`config.mk`:
```
export PLATFORM = sky130hd
export DESIGN_NAME = mult32x32_fast
export DESIGN_NICKNAME = d
export VERILOG_FILES = /design/src/rtl/mult32x32_fast.sv
export SDC_FILE = /design/constraint.sdc
export NUM_CORES = 1
export LEC_CHECK = 0
export CAP_MARGIN = 20
export CELL_PAD_IN_SITES_DETAIL_PLACEMENT = 0
export CELL_PAD_IN_SITES_GLOBAL_PLACEMENT = 1
export CORE_MARGIN = 5
export CORE_UTILIZATION = 49
export DETAILED_ROUTE_END_ITERATION = 10
export MAX_ROUTING_LAYER = met4
export PLACE_DENSITY = 0.95
export REMOVE_ABC_BUFFERS = 1
export SKIP_CTS_REPAIR_TIMING = 1
export SYNTH_ARGS = -nofsm -noshare
export SYNTH_HDL_FRONTEND = slang
export SYNTH_SLANG_ARGS = --single-unit
```
`constraint.sdc`:
```
create_clock -name clk -period 20.1 [get_ports clk]
set_clock_uncertainty 0.05 [all_clocks]
set_input_delay 5.025 -clock clk [delete_from_list [all_inputs] [get_ports clk]]
set_output_delay 5.025 -clock clk [all_outputs]
set_load 0.005 [all_outputs]
```
`src/rtl/mult32x32_fast.sv`:
```
// mult32x32_fast: sequential unsigned 32x32->64 multiplier.
// One 16x8 partial product (a byte x b half-word) is accumulated per cycle.
// Steps whose operand slice is known zero (captured at start) are skipped,
// so small operands finish in fewer cycles (8 / 4 / 4 / 2).
module mult32x32_fast (
  input  logic        clk,
  input  logic        reset,
  input  logic        start,
  input  logic [31:0] a,
  input  logic [31:0] b,
  output logic        busy,
  output logic [63:0] product
);

  // Step states encode {j, i} directly in the low three bits; bit 3 marks idle.
  localparam logic [3:0] S_IDLE  = 4'b1000;
  localparam logic [3:0] S_STEP0 = 4'b0000;

  logic [3:0]  state;
  logic [31:0] a_r;
  logic [31:0] b_r;
  logic        a_small;
  logic        b_small;

  logic [1:0]  idx_i;
  logic        idx_j;
  logic [31:0] a_shift;
  logic [7:0]  a_byte;
  logic [15:0] b_half;
  logic [23:0] pp;
  logic [5:0]  shamt;
  logic [63:0] pp_shifted;
  logic        wrap_i;
  logic        last_step;
  logic [3:0]  state_next;

  assign idx_i = state[1:0];
  assign idx_j = state[2];
  assign busy  = (state != S_IDLE);

  // Select operand slices for the current step and form the shifted partial product.
  always_comb begin
    a_shift    = a_r >> {idx_i, 3'b000};
    a_byte     = a_shift[7:0];
    b_half     = idx_j ? b_r[31:16] : b_r[15:0];
    pp         = {16'd0, a_byte} * {8'd0, b_half};
    shamt      = {1'b0, idx_i, 3'b000} + {1'b0, idx_j, 4'b0000};
    pp_shifted = {40'd0, pp} << shamt;
  end

  // Next non-skipped step: a_small truncates i after 1, b_small ends after j=0.
  always_comb begin
    wrap_i     = (idx_i == 2'd3) || (a_small && (idx_i == 2'd1));
    last_step  = wrap_i && (idx_j || b_small);
    state_next = wrap_i ? {2'b01, 2'b00} : {1'b0, idx_j, idx_i + 2'd1};
  end

  // Control FSM, operand capture and accumulation.
  always_ff @(posedge clk or posedge reset) begin
    if (reset) begin
      state   <= S_IDLE;
      a_r     <= '0;
      b_r     <= '0;
      a_small <= 1'b0;
      b_small <= 1'b0;
      product <= '0;
    end else if (state == S_IDLE) begin
      if (start) begin
        a_r     <= a;
        b_r     <= b;
        a_small <= (a[31:16] == 16'd0);
        b_small <= (b[31:16] == 16'd0);
        product <= '0;
        state   <= S_STEP0;
      end
    end else begin
      product <= product + pp_shifted;
      state   <= last_step ? S_IDLE : state_next;
    end
  end

endmodule

```
---- Yosys cells after proc, flatten, opt, wreduce, memory -nomap -nowiden ----
Cells that the tools add are included.
word-level totals
  flip-flop bits (word level) ............. 134
  output and inout port bits .............. 65
cells by class
  add/sub/neg operators ................... 3
  multiply operators ...................... 1
  equality and inequality tests ........... 5
  shift operators ......................... 2
  mux-type cells .......................... 7
  reductions and logical operators ........ 9
operators with widths
  kind                                            number
  2-to-1 mux 64 bit                               2
  adder 64 bit                                    1
  << shifter 24 x 6 -> 64 bit                     1
  logical NOT 16 bit                              2
  >> shifter 32 x 5 -> 8 bit                      1
  multiplier 8 x 16 -> 24 bit                     1
  2-to-1 mux 16 bit                               1
  2-to-1 mux 4 bit                                3
  adder 5 x 5 -> 6 bit                            1
  == test 4 bit (second input constant)           1
  inequality test 4 bit (second input constant)   1
  AND reduction 2 bit                             2
  2-to-1 mux 3 bit                                1
  nonzero test 3 bit                              1
  adder 2 x 1 -> 2 bit (second input constant)    1
  == test 2 x 1 -> 1 bit (second input constant)  1
  == test 2 bit (second input constant)           1
  logical AND 1 bit                               2
  logical OR 1 bit                                2
  inequality test 2 bit (second input constant)   1

---- Depth between registers and ports, before layout ----
  depth in word-level cells ............... 6
  gate-level depth with buffers ........... 39
  gate-level depth less buffers ........... 36

---- Worst setup path before layout ----
Ideal clock, no wire load.
  kind .................................... flip-flop to flip-flop
  start ................................... register state[1]
  end ..................................... register product[60]
  setup time .............................. 129 ps
  data arrival time ....................... 8,895 ps
  data required time ...................... 19,921 ps
  path slack .............................. 11,026 ps
  cell stages (with the launch flop) ...... 36
  buffers on the path ..................... 3
  period minus slack after synthesis ...... 9,074 ps
  path through ............................ dfrtp_1 > clkbuf_1 > buf_1 > mux2_2 > o21ai_1 > clkbuf_1 > nor2_1 > fa_1 > fa_1 > fa_1 > inv_1 > fa_1 > inv_1 > ha_1 > or3_4 > o31ai_1 > o211ai_2 > a221oi_4 > o21bai_1 > a21oi_1 > xnor2_1 > nand2_1 > a22o_1 > nor2_1 > ha_1 > a21oi_1 > o21ai_0 > a21o_1 > a2111oi_2 > o22ai_1 > a211oi_2 > o31a_2 > o22ai_2 > a221oi_2 > xor2_1 > o21ai_1
on the way
  word-level cells in the longest chain between the ends .. 5
  elaborated cells between the ends (all ways) .. 8
  those cells by class .................... add/sub: 2; mul: 1; eq/ne: 2; shift: 2; mux: 1
ends and longest elaborated chain
  what                         line  text
  from (decl)                  19    logic [3:0] state;
  from (signal assigned)       78    state <= last_step ? S_IDLE : state_next;
  >> shifter 32 x 5 -> 8 bit   43    a_shift = a_r >> {idx_i, 3'b000};
  multiplier 8 x 16 -> 24 bit  46    pp = {16'd0, a_byte} * {8'd0, b_half};
  << shifter 24 x 6 -> 64 bit  48    pp_shifted = {40'd0, pp} << shamt;
  adder 64 bit                 77    product <= product + pp_shifted;
  2-to-1 mux 64 bit            67    end else if (state == S_IDLE) begin
  to (signal assigned)         77
  to (decl)                    12    output logic [63:0] product
Parallel ways exist; a longest one is shown, timed or not.
A chain may end at the register's enable or synchronous reset.

---- Worst setup path in the final report ----
  start ................................... register state[0]
  end ..................................... register product[63]
Same word-level chain as after synthesis.

==> reports/qor.yml <==
yosys:
  synth.top_cell.area_share_pct: 24.14
  yosys_register_bits: 134
  yosys.area.top_type: "dfrtp_1"
  yosysSeqAreaShare_pct: 24.33
  synth_edf_count: 0
  synth.most_common_cell: "nor2_1"
  synth-warning-count: 0
  synth_area_per_cell_um2: 8.660
  netlist_area_mm2: 0.01379
  synthFlopType: "dfrtp_1"
  async_flop_share_pct: 100.0
  netlist_top_cells_count: "nor2_1 (201), dfrtp_1 (133), inv_1 (126)"
  syn-instance-count: 1592
  ys_top_cells_by_area: "dfrtp_1 (24%), fa_1 (12%), ha_1 (10%), mux2_2 (6.0%), nor2_1 (5.5%)"
  synth.distinct_cells: 81
timing:
  tightest_slew_ns: 1.045
  period_share_pct: 48.37
  maxSlewViolCount: 0
  fin_crit_ns: 9.722
  finalSetupTns_ns: 0
  grt_setup_unrepaired: "false"
  finalHoldViolations: 0
  setup_viol: 0
  max_freq_ghz: 0.1029
  relSlewSlack_pct: 30.37
detailed_routing:
  drt-initial-drc-count: 968
  wl_per_cell_um: 19.10
  first_pass_iters: 7
  num_vias: 12150
  wl_um: 39770
  drtAntennaViolNets: 0
  via_per_inst: 5.834
  drc: 0
clocking:
  cts_tree: "done"
  insertion_delay_ns: 0.44
  cts_max_level: 4
  cts_root_buffer: "clkbuf_16"
  cts_buffers: 17
  cts.path.max_buffers: 2
  clk_pin_slew_ns: 0.08
  clock-sinks: 134
setup_path:
  criticalPathCategory: "flip-flop to flip-flop"
  critical_path_arrival_ns: 10.00
  slowest_stage: "o41ai_2"
  cp_num_buf_inv: 6
  cpPeakStageDelay_ns: 0.58
  path_max_fanout: 45
  endpoint_kind: "flip-flop"
  r2r-start: "state[0]$_DFFE_PP0P_"
  crit_path_start_kind: "flip-flop"
  crit_required_ns: 20.38
  cpLargestDelayFamily: "compound AO/OA/AOI/OAI gates"
  startpoint: "state[0]$_DFFE_PP0P_"
global_routing:
  grt_pass1_wl_um: 63620
  grt_antenna_before_repair: 1
  grt.overflow.total: 0
  grt_usage_pct: 25.96
  grt_pass1_vias: 12310
  grt_max_degree: 123
cells_and_area:
  nets: 1953
  layout-drive-gt1-share_pct: 9.982
  area_growth_pct: 16.51
  instances_no_fill: 2082
  fillers: 2463
  fin_util_pct: 57.82
floorplan:
  initial_core_util_pct: 49.63
  core-area_mm2: 0.02778
  die_y_um: 177.7
  die_x_um: 177.7
  num_rows: 61
  dieArea_mm2: 0.03159
  io_pins: 132
placement:
  dpl.hpwl_um: 30520
  portBuffers: 131
  place_inst: 2046
  gp_congestion: 0.9412
hold_path:
  hold_class: "flip-flop to flip-flop"
  hp-start: "a_r[1]$_DFFE_PP0P_"
run:
  drv_cap: 0
status:
  status: "finished clean"
## registers in the layout, summed over array words and instances (netlist names)
signal   cells
a_r         32
a_small      1
b_r         32
b_small      1
product     64
state        4
## path summary, 6_finish.rpt
check                                          endpoint  slack (ns)  cells past startpoint
worst max-delay path            product[63]$_DFFE_PP0P_       10.38                     34
worst min-delay path                 a_r[1]$_DFFE_PP0P_        0.46                      1
worst max register to register  product[63]$_DFFE_PP0P_       10.38                     34
worst min register to register       a_r[1]$_DFFE_PP0P_        0.46                      1
max in group asynchronous        product[7]$_DFFE_PP0P_       13.63                      3
min in group asynchronous            a_r[7]$_DFFE_PP0P_        4.96                      2
## per-layer routing
| layer | share of wire [%] | track usage [%] |
|---|---|---|
| met1 | 43 | 33.75 |
| met2 | 47 | 41.24 |
| met3 | 7.1 | 5.219 |
| met4 | 2.6 | 7.863 |
| met5 | 0 | - |
## stage by stage
step,hold WS (ns),worst slack (ns),instance area [um^2]
floorplan,0.4001,8.425,13520
global placement,0.4222,10.09,15430
detailed placement,0.4400,10.00,15430
CTS,0.4582,9.931,16030
global route,0.4755,9.770,16060
finish,0.4580,10.38,16060
## cell usage in the layout (no fill, tap or decap), types with 4 or more instances in the layout
| cell | count |
|---|---|
| o22ai_1 | 12 |
| a22oi_1 | 9 |
| mux2i_1 | 31 |
| a21oi_1 | 101 |
| o21ai_0 | 109 |
| and3_1 | 16 |
| xnor2_1 | 42 |
| nor2b_1 | 9 |
| or2_2 | 16 |
| inv_1 | 125 |
| o211ai_1 | 9 |
| and2_1 | 16 |
| or3_1 | 4 |
| mux2_2 | 73 |
| dfrtp_1 | 133 |
| nand2b_1 | 13 |
| clkbuf_16 | 17 |
| inv_6 | 6 |
| buf_4 | 16 |
| nor3_1 | 14 |
| clkinv_8 | 4 |
| fa_1 | 85 |
| nor2_1 | 200 |
| nand3_1 | 77 |
| ha_1 | 111 |
| o21bai_1 | 21 |
| a31oi_1 | 9 |
| o21ai_1 | 19 |
| a21o_1 | 35 |
| o21a_1 | 8 |
| nand2_1 | 90 |
| nand4_1 | 12 |
| inv_8 | 5 |
| xor2_1 | 38 |
| a211oi_1 | 5 |
| nor4_1 | 11 |
| clkdlybuf4s50_1 | 131 |
## worst reg2reg max path, delay by kind of cell (launching register included)
kind	cells	cell delay [ns]
compound gates	14	3.16
fa+ha+maj	6	2.74
simple gates	6	1.61
buf+inv	6	1.14
xor+xnor	2	0.59
flops	1	0.32
## cell type report
cell class              instances  area [um^2]  share of cell area [%]
diodes                          1        2.502                 0.01558
clock buffers                  17        425.4                   2.648
clock inverters                15        172.7                   1.075
inverters                     130        493.0                   3.069
multi-input cells            1259         9691                   60.33
flip-flops and latches        134         3354                   20.88
well taps                     378        473.0                   2.944
repair buffers                148         1451                   9.036
## kinds of logic after synthesis
| group | share of synthesized area (%) |
|---|---|
| AO/OA/AOI/OAI | 18.25 |
| XOR/XNOR | 5.082 |
| adder cells (fa/ha/maj) | 22.42 |
| buffers and inverters | 5.454 |
| flip-flops | 24.33 |
| multiplexers | 8.213 |
| AND/OR/NAND/NOR | 16.25 |
Power is left out: the tool's default activity adds up to more than one toggle a clock period on the data nets, which glitch-free logic cannot reach.
